===== config.mk =====
export PLATFORM = sky130hd
export DESIGN_NAME = perf_counter_ctrl
export DESIGN_NICKNAME = d
export VERILOG_FILES = /design/src/rtl/perf_counter_ctrl.sv
export SDC_FILE = /design/constraint.sdc
export NUM_CORES = 1
export LEC_CHECK = 0
export BUFFER_PORTS_ARGS = -buffer_cell sky130_fd_sc_hd__buf_2
export CORE_MARGIN = 2
export CORE_UTILIZATION = 56
export DETAILED_ROUTE_END_ITERATION = 12
export PLACE_DENSITY = 0.73
export SLEW_MARGIN = 20
export SYNTH_ARGS = -nofsm -noshare
export SYNTH_HDL_FRONTEND = slang
export SYNTH_SLANG_ARGS = --single-unit

===== constraint.sdc =====
create_clock -name clk -period 2.53 [get_ports clk]
set_input_delay 0.3795 -clock clk [delete_from_list [all_inputs] [get_ports clk]]
set_output_delay 0.3795 -clock clk [all_outputs]
set_load 0.01 [all_outputs]

===== src/rtl/perf_counter_ctrl.sv =====
// perf_counter_ctrl
//   Machine-mode performance counter block behind a simple CSR request port.
//   Counters: C0 mcycle, C2 minstret, C3/C4 mhpmcounter3/4 (selectable events),
//   with mcountinhibit, mhpmevent3/4 selectors and sticky overflow flags.
//   Each CSR access runs IDLE -> EXEC -> RESP: accepted in IDLE, evaluated in
//   EXEC (read sampled, write committed on the EXEC exit edge), answered in RESP.
//
// Ports
//   clk, rst_n        core clock, asynchronous active-low reset
//   clk_en            global advance; FSM, counters and flags hold when 0
//   ev_retire         one instruction retired this cycle
//   ev_vec            raw event pulses, selected by mhpmevent3/4 (1-based)
//   csr_req/we/addr/wdata  request; accepted when csr_ready & clk_en
//   csr_ready         high only in IDLE
//   csr_rvalid        high only in RESP, with csr_rdata / csr_err
//
// PERF_CNT_LEN is expected to be in 33..64 so the hi half maps to [63:32].
module perf_counter_ctrl #(
  parameter int unsigned PERF_CNT_LEN = 64,
  parameter int unsigned NUM_EVENTS   = 8
) (
  input  logic                  clk,
  input  logic                  rst_n,
  input  logic                  clk_en,
  input  logic                  ev_retire,
  input  logic [NUM_EVENTS-1:0] ev_vec,
  input  logic                  csr_req,
  input  logic                  csr_we,
  input  logic [11:0]           csr_addr,
  input  logic [31:0]           csr_wdata,
  output logic                  csr_ready,
  output logic                  csr_rvalid,
  output logic [31:0]           csr_rdata,
  output logic                  csr_err
);

  // Internal counter index: 0 = C0, 1 = C2, 2 = C3, 3 = C4.
  // inh/ovf bit i corresponds to CSR bit {0,2,3,4}[i].
  localparam int unsigned NCNT = 4;

  typedef enum logic [1:0] {
    IDLE = 2'd0,
    EXEC = 2'd1,
    RESP = 2'd2
  } state_t;

  state_t state_q, state_d;
  logic   accept;

  logic        req_we_q;
  logic [11:0] req_addr_q;
  logic [31:0] req_wdata_q;
  logic [31:0] rdata_q;
  logic        err_q;

  logic [PERF_CNT_LEN-1:0] cnt_q [NCNT];
  logic [PERF_CNT_LEN-1:0] cnt_d [NCNT];
  logic [NCNT-1:0]         inh_q, inh_d;
  logic [NCNT-1:0]         ovf_q, ovf_d, ovf_set, w1c_mask;
  logic [NCNT-1:0]         ev_hit;
  logic [3:0]              sel_q [2];
  logic [3:0]              sel_d [2];

  // Decoded view of the latched request
  logic        dec_err;
  logic        dec_cnt;
  logic [1:0]  dec_cnt_idx;
  logic        dec_hi;
  logic        dec_mirror;
  logic        dec_inh;
  logic        dec_sel;
  logic        dec_sel_idx;
  logic        dec_ovf;
  logic [31:0] dec_rdata;
  logic [63:0] cnt_view;
  logic [63:0] cnt_wr_val;
  logic        wr_ok;

  // True when sel is 1..NUM_EVENTS and the matching event line is high.
  function automatic logic sel_match(input logic [3:0] sel,
                                     input logic [NUM_EVENTS-1:0] ev);
    logic hit;
    hit = 1'b0;
    for (int unsigned k = 0; k < NUM_EVENTS; k++) begin
      if (32'(sel) == k + 1 && ev[k]) hit = 1'b1;
    end
    return hit;
  endfunction

  // ---------------------------------------------------------------- FSM
  always_ff @(posedge clk or negedge rst_n) begin
    if (!rst_n) state_q <= IDLE;
    else        state_q <= state_d;
  end

  always_comb begin
    state_d    = state_q;
    accept     = 1'b0;
    csr_ready  = 1'b0;
    csr_rvalid = 1'b0;
    unique case (state_q)
      IDLE: begin
        csr_ready = 1'b1;
        if (csr_req && clk_en) begin
          accept  = 1'b1;
          state_d = EXEC;
        end
      end
      EXEC: if (clk_en) state_d = RESP;
      RESP: begin
        csr_rvalid = 1'b1;
        if (clk_en) state_d = IDLE;
      end
      default: state_d = IDLE;
    endcase
    csr_rdata = csr_rvalid ? rdata_q : '0;
    csr_err   = csr_rvalid & err_q;
  end

  // ---------------------------------------------------------- decode
  always_comb begin
    dec_err     = 1'b0;
    dec_cnt     = 1'b0;
    dec_cnt_idx = 2'd0;
    dec_hi      = 1'b0;
    dec_mirror  = 1'b0;
    dec_inh     = 1'b0;
    dec_sel     = 1'b0;
    dec_sel_idx = 1'b0;
    dec_ovf     = 1'b0;
    unique case (req_addr_q)
      12'hB00: begin dec_cnt = 1'b1; dec_cnt_idx = 2'd0; end
      12'hB80: begin dec_cnt = 1'b1; dec_cnt_idx = 2'd0; dec_hi = 1'b1; end
      12'hB02: begin dec_cnt = 1'b1; dec_cnt_idx = 2'd1; end
      12'hB82: begin dec_cnt = 1'b1; dec_cnt_idx = 2'd1; dec_hi = 1'b1; end
      12'hB03: begin dec_cnt = 1'b1; dec_cnt_idx = 2'd2; end
      12'hB83: begin dec_cnt = 1'b1; dec_cnt_idx = 2'd2; dec_hi = 1'b1; end
      12'hB04: begin dec_cnt = 1'b1; dec_cnt_idx = 2'd3; end
      12'hB84: begin dec_cnt = 1'b1; dec_cnt_idx = 2'd3; dec_hi = 1'b1; end
      12'hC00: begin dec_cnt = 1'b1; dec_cnt_idx = 2'd0; dec_mirror = 1'b1; end
      12'hC80: begin dec_cnt = 1'b1; dec_cnt_idx = 2'd0; dec_mirror = 1'b1; dec_hi = 1'b1; end
      12'hC02: begin dec_cnt = 1'b1; dec_cnt_idx = 2'd1; dec_mirror = 1'b1; end
      12'hC82: begin dec_cnt = 1'b1; dec_cnt_idx = 2'd1; dec_mirror = 1'b1; dec_hi = 1'b1; end
      12'h320: dec_inh = 1'b1;
      12'h323: begin dec_sel = 1'b1; dec_sel_idx = 1'b0; end
      12'h324: begin dec_sel = 1'b1; dec_sel_idx = 1'b1; end
      12'h7C0: dec_ovf = 1'b1;
      default: dec_err = 1'b1;
    endcase
    if (dec_mirror && req_we_q) dec_err = 1'b1;
  end

  always_comb begin
    cnt_view  = 64'(cnt_q[dec_cnt_idx]);
    dec_rdata = '0;
    if (dec_cnt)      dec_rdata = dec_hi ? cnt_view[63:32] : cnt_view[31:0];
    else if (dec_inh) dec_rdata = {27'd0, inh_q[3], inh_q[2], inh_q[1], 1'b0, inh_q[0]};
    else if (dec_sel) dec_rdata = {28'd0, sel_q[dec_sel_idx]};
    else if (dec_ovf) dec_rdata = {27'd0, ovf_q[3], ovf_q[2], ovf_q[1], 1'b0, ovf_q[0]};
    cnt_wr_val = dec_hi ? {req_wdata_q, cnt_view[31:0]} : {cnt_view[63:32], req_wdata_q};
  end

  // Writes commit on the edge that leaves EXEC.
  assign wr_ok = (state_q == EXEC) && clk_en && req_we_q && !dec_err;

  // ------------------------------------------------- next-state values
  always_comb begin
    ev_hit[0] = 1'b1;
    ev_hit[1] = ev_retire;
    ev_hit[2] = sel_match(sel_q[0], ev_vec);
    ev_hit[3] = sel_match(sel_q[1], ev_vec);
    ovf_set   = '0;
    for (int unsigned i = 0; i < NCNT; i++) begin
      cnt_d[i] = cnt_q[i];
      // A CSR write to the counter suppresses that cycle's increment (and
      // therefore any overflow it would have produced).
      if (wr_ok && dec_cnt && 32'(dec_cnt_idx) == i) begin
        cnt_d[i] = cnt_wr_val[PERF_CNT_LEN-1:0];
      end else if (clk_en && !inh_q[i] && ev_hit[i]) begin
        cnt_d[i]   = cnt_q[i] + PERF_CNT_LEN'(1);
        ovf_set[i] = &cnt_q[i];
      end
    end

    w1c_mask = (wr_ok && dec_ovf) ?
               {req_wdata_q[4], req_wdata_q[3], req_wdata_q[2], req_wdata_q[0]} : '0;
    // New overflow takes priority over a simultaneous W1C clear.
    ovf_d = (ovf_q & ~w1c_mask) | ovf_set;

    inh_d = (wr_ok && dec_inh) ?
            {req_wdata_q[4], req_wdata_q[3], req_wdata_q[2], req_wdata_q[0]} : inh_q;

    sel_d[0] = sel_q[0];
    sel_d[1] = sel_q[1];
    if (wr_ok && dec_sel) sel_d[dec_sel_idx] = req_wdata_q[3:0];
  end

  // ------------------------------------------------------ state regs
  always_ff @(posedge clk or negedge rst_n) begin
    if (!rst_n) begin
      for (int unsigned i = 0; i < NCNT; i++) cnt_q[i] <= '0;
      inh_q    <= '0;
      ovf_q    <= '0;
      sel_q[0] <= '0;
      sel_q[1] <= '0;
    end else begin
      for (int unsigned i = 0; i < NCNT; i++) cnt_q[i] <= cnt_d[i];
      inh_q    <= inh_d;
      ovf_q    <= ovf_d;
      sel_q[0] <= sel_d[0];
      sel_q[1] <= sel_d[1];
    end
  end

  always_ff @(posedge clk or negedge rst_n) begin
    if (!rst_n) begin
      req_we_q    <= 1'b0;
      req_addr_q  <= '0;
      req_wdata_q <= '0;
      rdata_q     <= '0;
      err_q       <= 1'b0;
    end else begin
      if (accept) begin
        req_we_q    <= csr_we;
        req_addr_q  <= csr_addr;
        req_wdata_q <= csr_wdata;
      end
      if (state_q == EXEC && clk_en) begin
        err_q   <= dec_err;
        rdata_q <= (req_we_q || dec_err) ? '0 : dec_rdata;
      end
    end
  end

endmodule


==> reports/metrics.cfg <==
[route]
first_pass_iters=6
vias=22304
dr.first_iter.drc_count=2665
ant_nets=0
drc_errors=0
wl_per_cell_um=27.99
wl_um=89290
via_per_inst=6.992

[critical_path]
worst-path-buf-inv=1
r2r_slack_ps=-20
worst-path-stages=7
worstPathCellList=nand4_1 > nor4_4 > buf_4 > nand3_1 > a2111oi_0 > xnor2_1 > mux2i_1
r2r-end=cnt_q[37]$_DFFE_PN0P_
slowest_delay_ps=590
end_kind=register
startpoint_type=register
slowest_stage=a2111oi_0
regToRegStartpoint=cnt_q[14]$_DFFE_PN0P_
required_ps=2980
worstSetupEndpoint=cnt_q[37]$_DFFE_PN0P_
r2r_cells=7
cp.arrival_ps=3000
cpLargestDelayFamily=simple AND/OR/NAND/NOR gates
worstPathMaxFanout=8
critical_path_class=register to register
startpoint=cnt_q[14]$_DFFE_PN0P_

[yosys]
ys_seq_area_share_pct=38.96
synth_adder_area_share_pct=0.2214
syn_area_mm2=0.02261
syn-instance-count=2369
synth-async-reset-ratio_pct=100.0
yosysWarnings=0
yosys.area_share.simple_pct=16.87
synth_seq_cells=352
synth-xor-area-share_pct=8.949
synth_edf_count=0
synth_mux_area_share_pct=12.05
synth-compound-area-share_pct=18.64
ys_types=77
synth_nets=2431
synth_top_family_by_area=compound AO/OA/AOI/OAI gates
syn_area_per_cell_um2=9.544
synth_flop_cell=dfrtp_1

[timing]
max_freq_mhz=392.3
relSlewSlack_pct=46.58
report.final.slew_viol_count=0
worst_pin_slew_ps=798.4
setup_viol=1
rsz0062_at_grt=yes
skew_ps=19.05
finalHoldViolCount=0
fin_crit_sh_pct=100.8
fin_ws_ps=-19.07
hold_ws_ps=17.24
period_minus_slack_ps=2549

[layout]
fill_cells=3173
multiInputGateArea_mm2=0.01315
drive_above_1_share_pct=24.63
area_growth_pct=22.49
regArea_mm2=0.008815
final_core_util_pct=69.54
final_area_mm2=0.02769
fin_nets=2695

[global_routing]
grt-ovfl-total=0
grt_max_degree=80
grt_pass1_vias=21577
grt_pass1_wl_um=133900
antenna_found_initial=2
grt.total_usage_pct=42.69

[floorplan]
core_mm2=0.03982
die_h_um=204.9
rows=73
die_area_mm2=0.04200
initial_core_util_pct=56.77
die_w_um=204.9
io_pins=93

[clock_network]
clkSinkCount=352
cts_tree=done
cts_buffers=41
ctsRootBufferMaster=clkbuf_16
clk_latency_ps=590
cts_max_path_buffers=3
htreeDepth=2
clk_pin_slew_ps=60

[pwr]
leakage_nw=12.16
p_per_area_mw_per_mm2=596.5
ir_drop_uv=671.8

[placement]
place_congestion=1.002
io_buffers=92
dp_hpwl_um=63390
postPlaceCellArea_mm2=0.02607

[min_path]
hold_path.class=input pin to register

[run]
cap_violations=0

[outcome]
status=finished with violations
violations=negative setup slack

## kinds of logic after synthesis
| logic type | after synthesis |
|---|---|
| and+or+nand+nor | 716 |
| AOI/OAI and AO/OA | 559 |
| DFF | 352 |
| muxes | 265 |
| buffers and inverters | 242 |
| xor gates and xnor gates | 231 |
| adders and majority gates | 4 |
## cell usage in the layout (no fill, tap or decap), drive strengths merged, types with 56 or more instances in the layout
cell type / n
a2111oi: 82
a21oi: 116
a2bb2oi: 57
and3: 56
buf: 414
clkbuf: 62
dfrtp: 352
mux2: 58
mux2i: 207
nand2: 160
nand3: 119
nand4: 79
nor2: 94
o22ai: 76
xnor2: 184
## registers in the layout (all words and copies together) (netlist names)
name and cells:
cnt_q 256, req_we_q 1, sel_q 8, ovf_q 4, req_wdata_q 32, inh_q 4
err_q 1, rdata_q 32, req_addr_q 12, state_q 2
## per-stage QoR
| step | worst slack [ps] | setup TNS, ps | std cells | power, mW |
|---|---|---|---|---|
| after floorplan | 197.1 | 0 | 2369 | 8.241 |
| after global placement | -84.37 | -489.5 | 3109 | 10.10 |
| after detailed placement | -115.7 | -1013 | 3109 | 10.21 |
| after CTS | -1.788 | -1.788 | 3184 | 16.31 |
| after global routing | -63.56 | -349.6 | 3188 | 16.93 |
| final | -19.07 | -19.07 | 3190 | 16.52 |
## synthesized netlist by cell type (28+ instances only)
library cell / number / share of area [%]
mux2i_1: 207 / 9.2
a21oi_1: 115 / 2.5
o221a_2: 41 / 2.0
buf_2: 45 / 1.0
xnor2_1: 184 / 7.1
mux2_2: 58 / 2.9
xor2_1: 47 / 1.8
inv_1: 48 / 0.80
nor3_1: 49 / 1.1
nand2_1: 160 / 2.7
a2111oi_0: 81 / 3.1
and3_1: 55 / 1.5
o221ai_1: 39 / 1.5
o22ai_1: 76 / 2.1
a2bb2oi_1: 57 / 2.2
nand4_1: 79 / 2.2
clkbuf_1: 134 / 2.2
nand3_1: 119 / 2.6
a211oi_1: 28 / 0.93
and2_1: 45 / 1.2
nor2_1: 94 / 1.6
dfrtp_1: 352 / 39
## power by group
part / switching, mW / internal, mW / total (mW)
clock: 2.57 / 3.58 / 6.15
sequential: 0.709 / 6.02 / 6.73
combinational: 2.16 / 1.49 / 3.65
total: 5.44 / 11.1 / 16.5
## what timing repair did
action	in CTS	in global routing
pin swaps	0	5
endpoints found under the hold margin	41	0
gates cloned	0	0
hold buffers	1	0
gates resized for setup	11	61
buffers inserted	1	4
endpoints found under the setup margin	29	157
## worst min path at each step
stage / startpoint / endpoint / slack (ps) / cells after the start
6_report: csr_wdata[18] / req_wdata_q[18]$_DFFE_PN0P_ / 20 / 2
5_1_grt: csr_wdata[15] / req_wdata_q[15]$_DFFE_PN0P_ / 30 / 2
4_1_cts: csr_wdata[4] / req_wdata_q[4]$_DFFE_PN0P_ / 10 / 2
3_5_place_dp: rst_n / cnt_q[202]$_DFFE_PN0P_ / 330 / 1
3_3_place_gp: rst_n / cnt_q[198]$_DFFE_PN0P_ / 330 / 1
2_1_floorplan: rst_n / cnt_q[0]$_DFFE_PN0P_ / 80 / 0
## layout make-up
type,count,share of cell area [%]
Clock buffer,62,4.613
Timing Repair Buffer,415,12.72
Inverter,48,0.6506
Antenna cell,2,0.01807
Clock inverter,11,0.3027
Multi-Input combinational cell,1775,47.49
Sequential cell,352,31.83
Tap cell,525,2.372
## layer usage
layer / vias to the layer above / global-route usage [%] / share of wire (%)
li1: 9478 / - / -
met1: 10980 / 56.29 / 39
met3: 338 / 10.91 / 12
met4: 0 / 26.00 / 7.0
met5: - / 0 / 0
met2: 1508 / 63.02 / 43
Power figures use the tool's default switching activity.
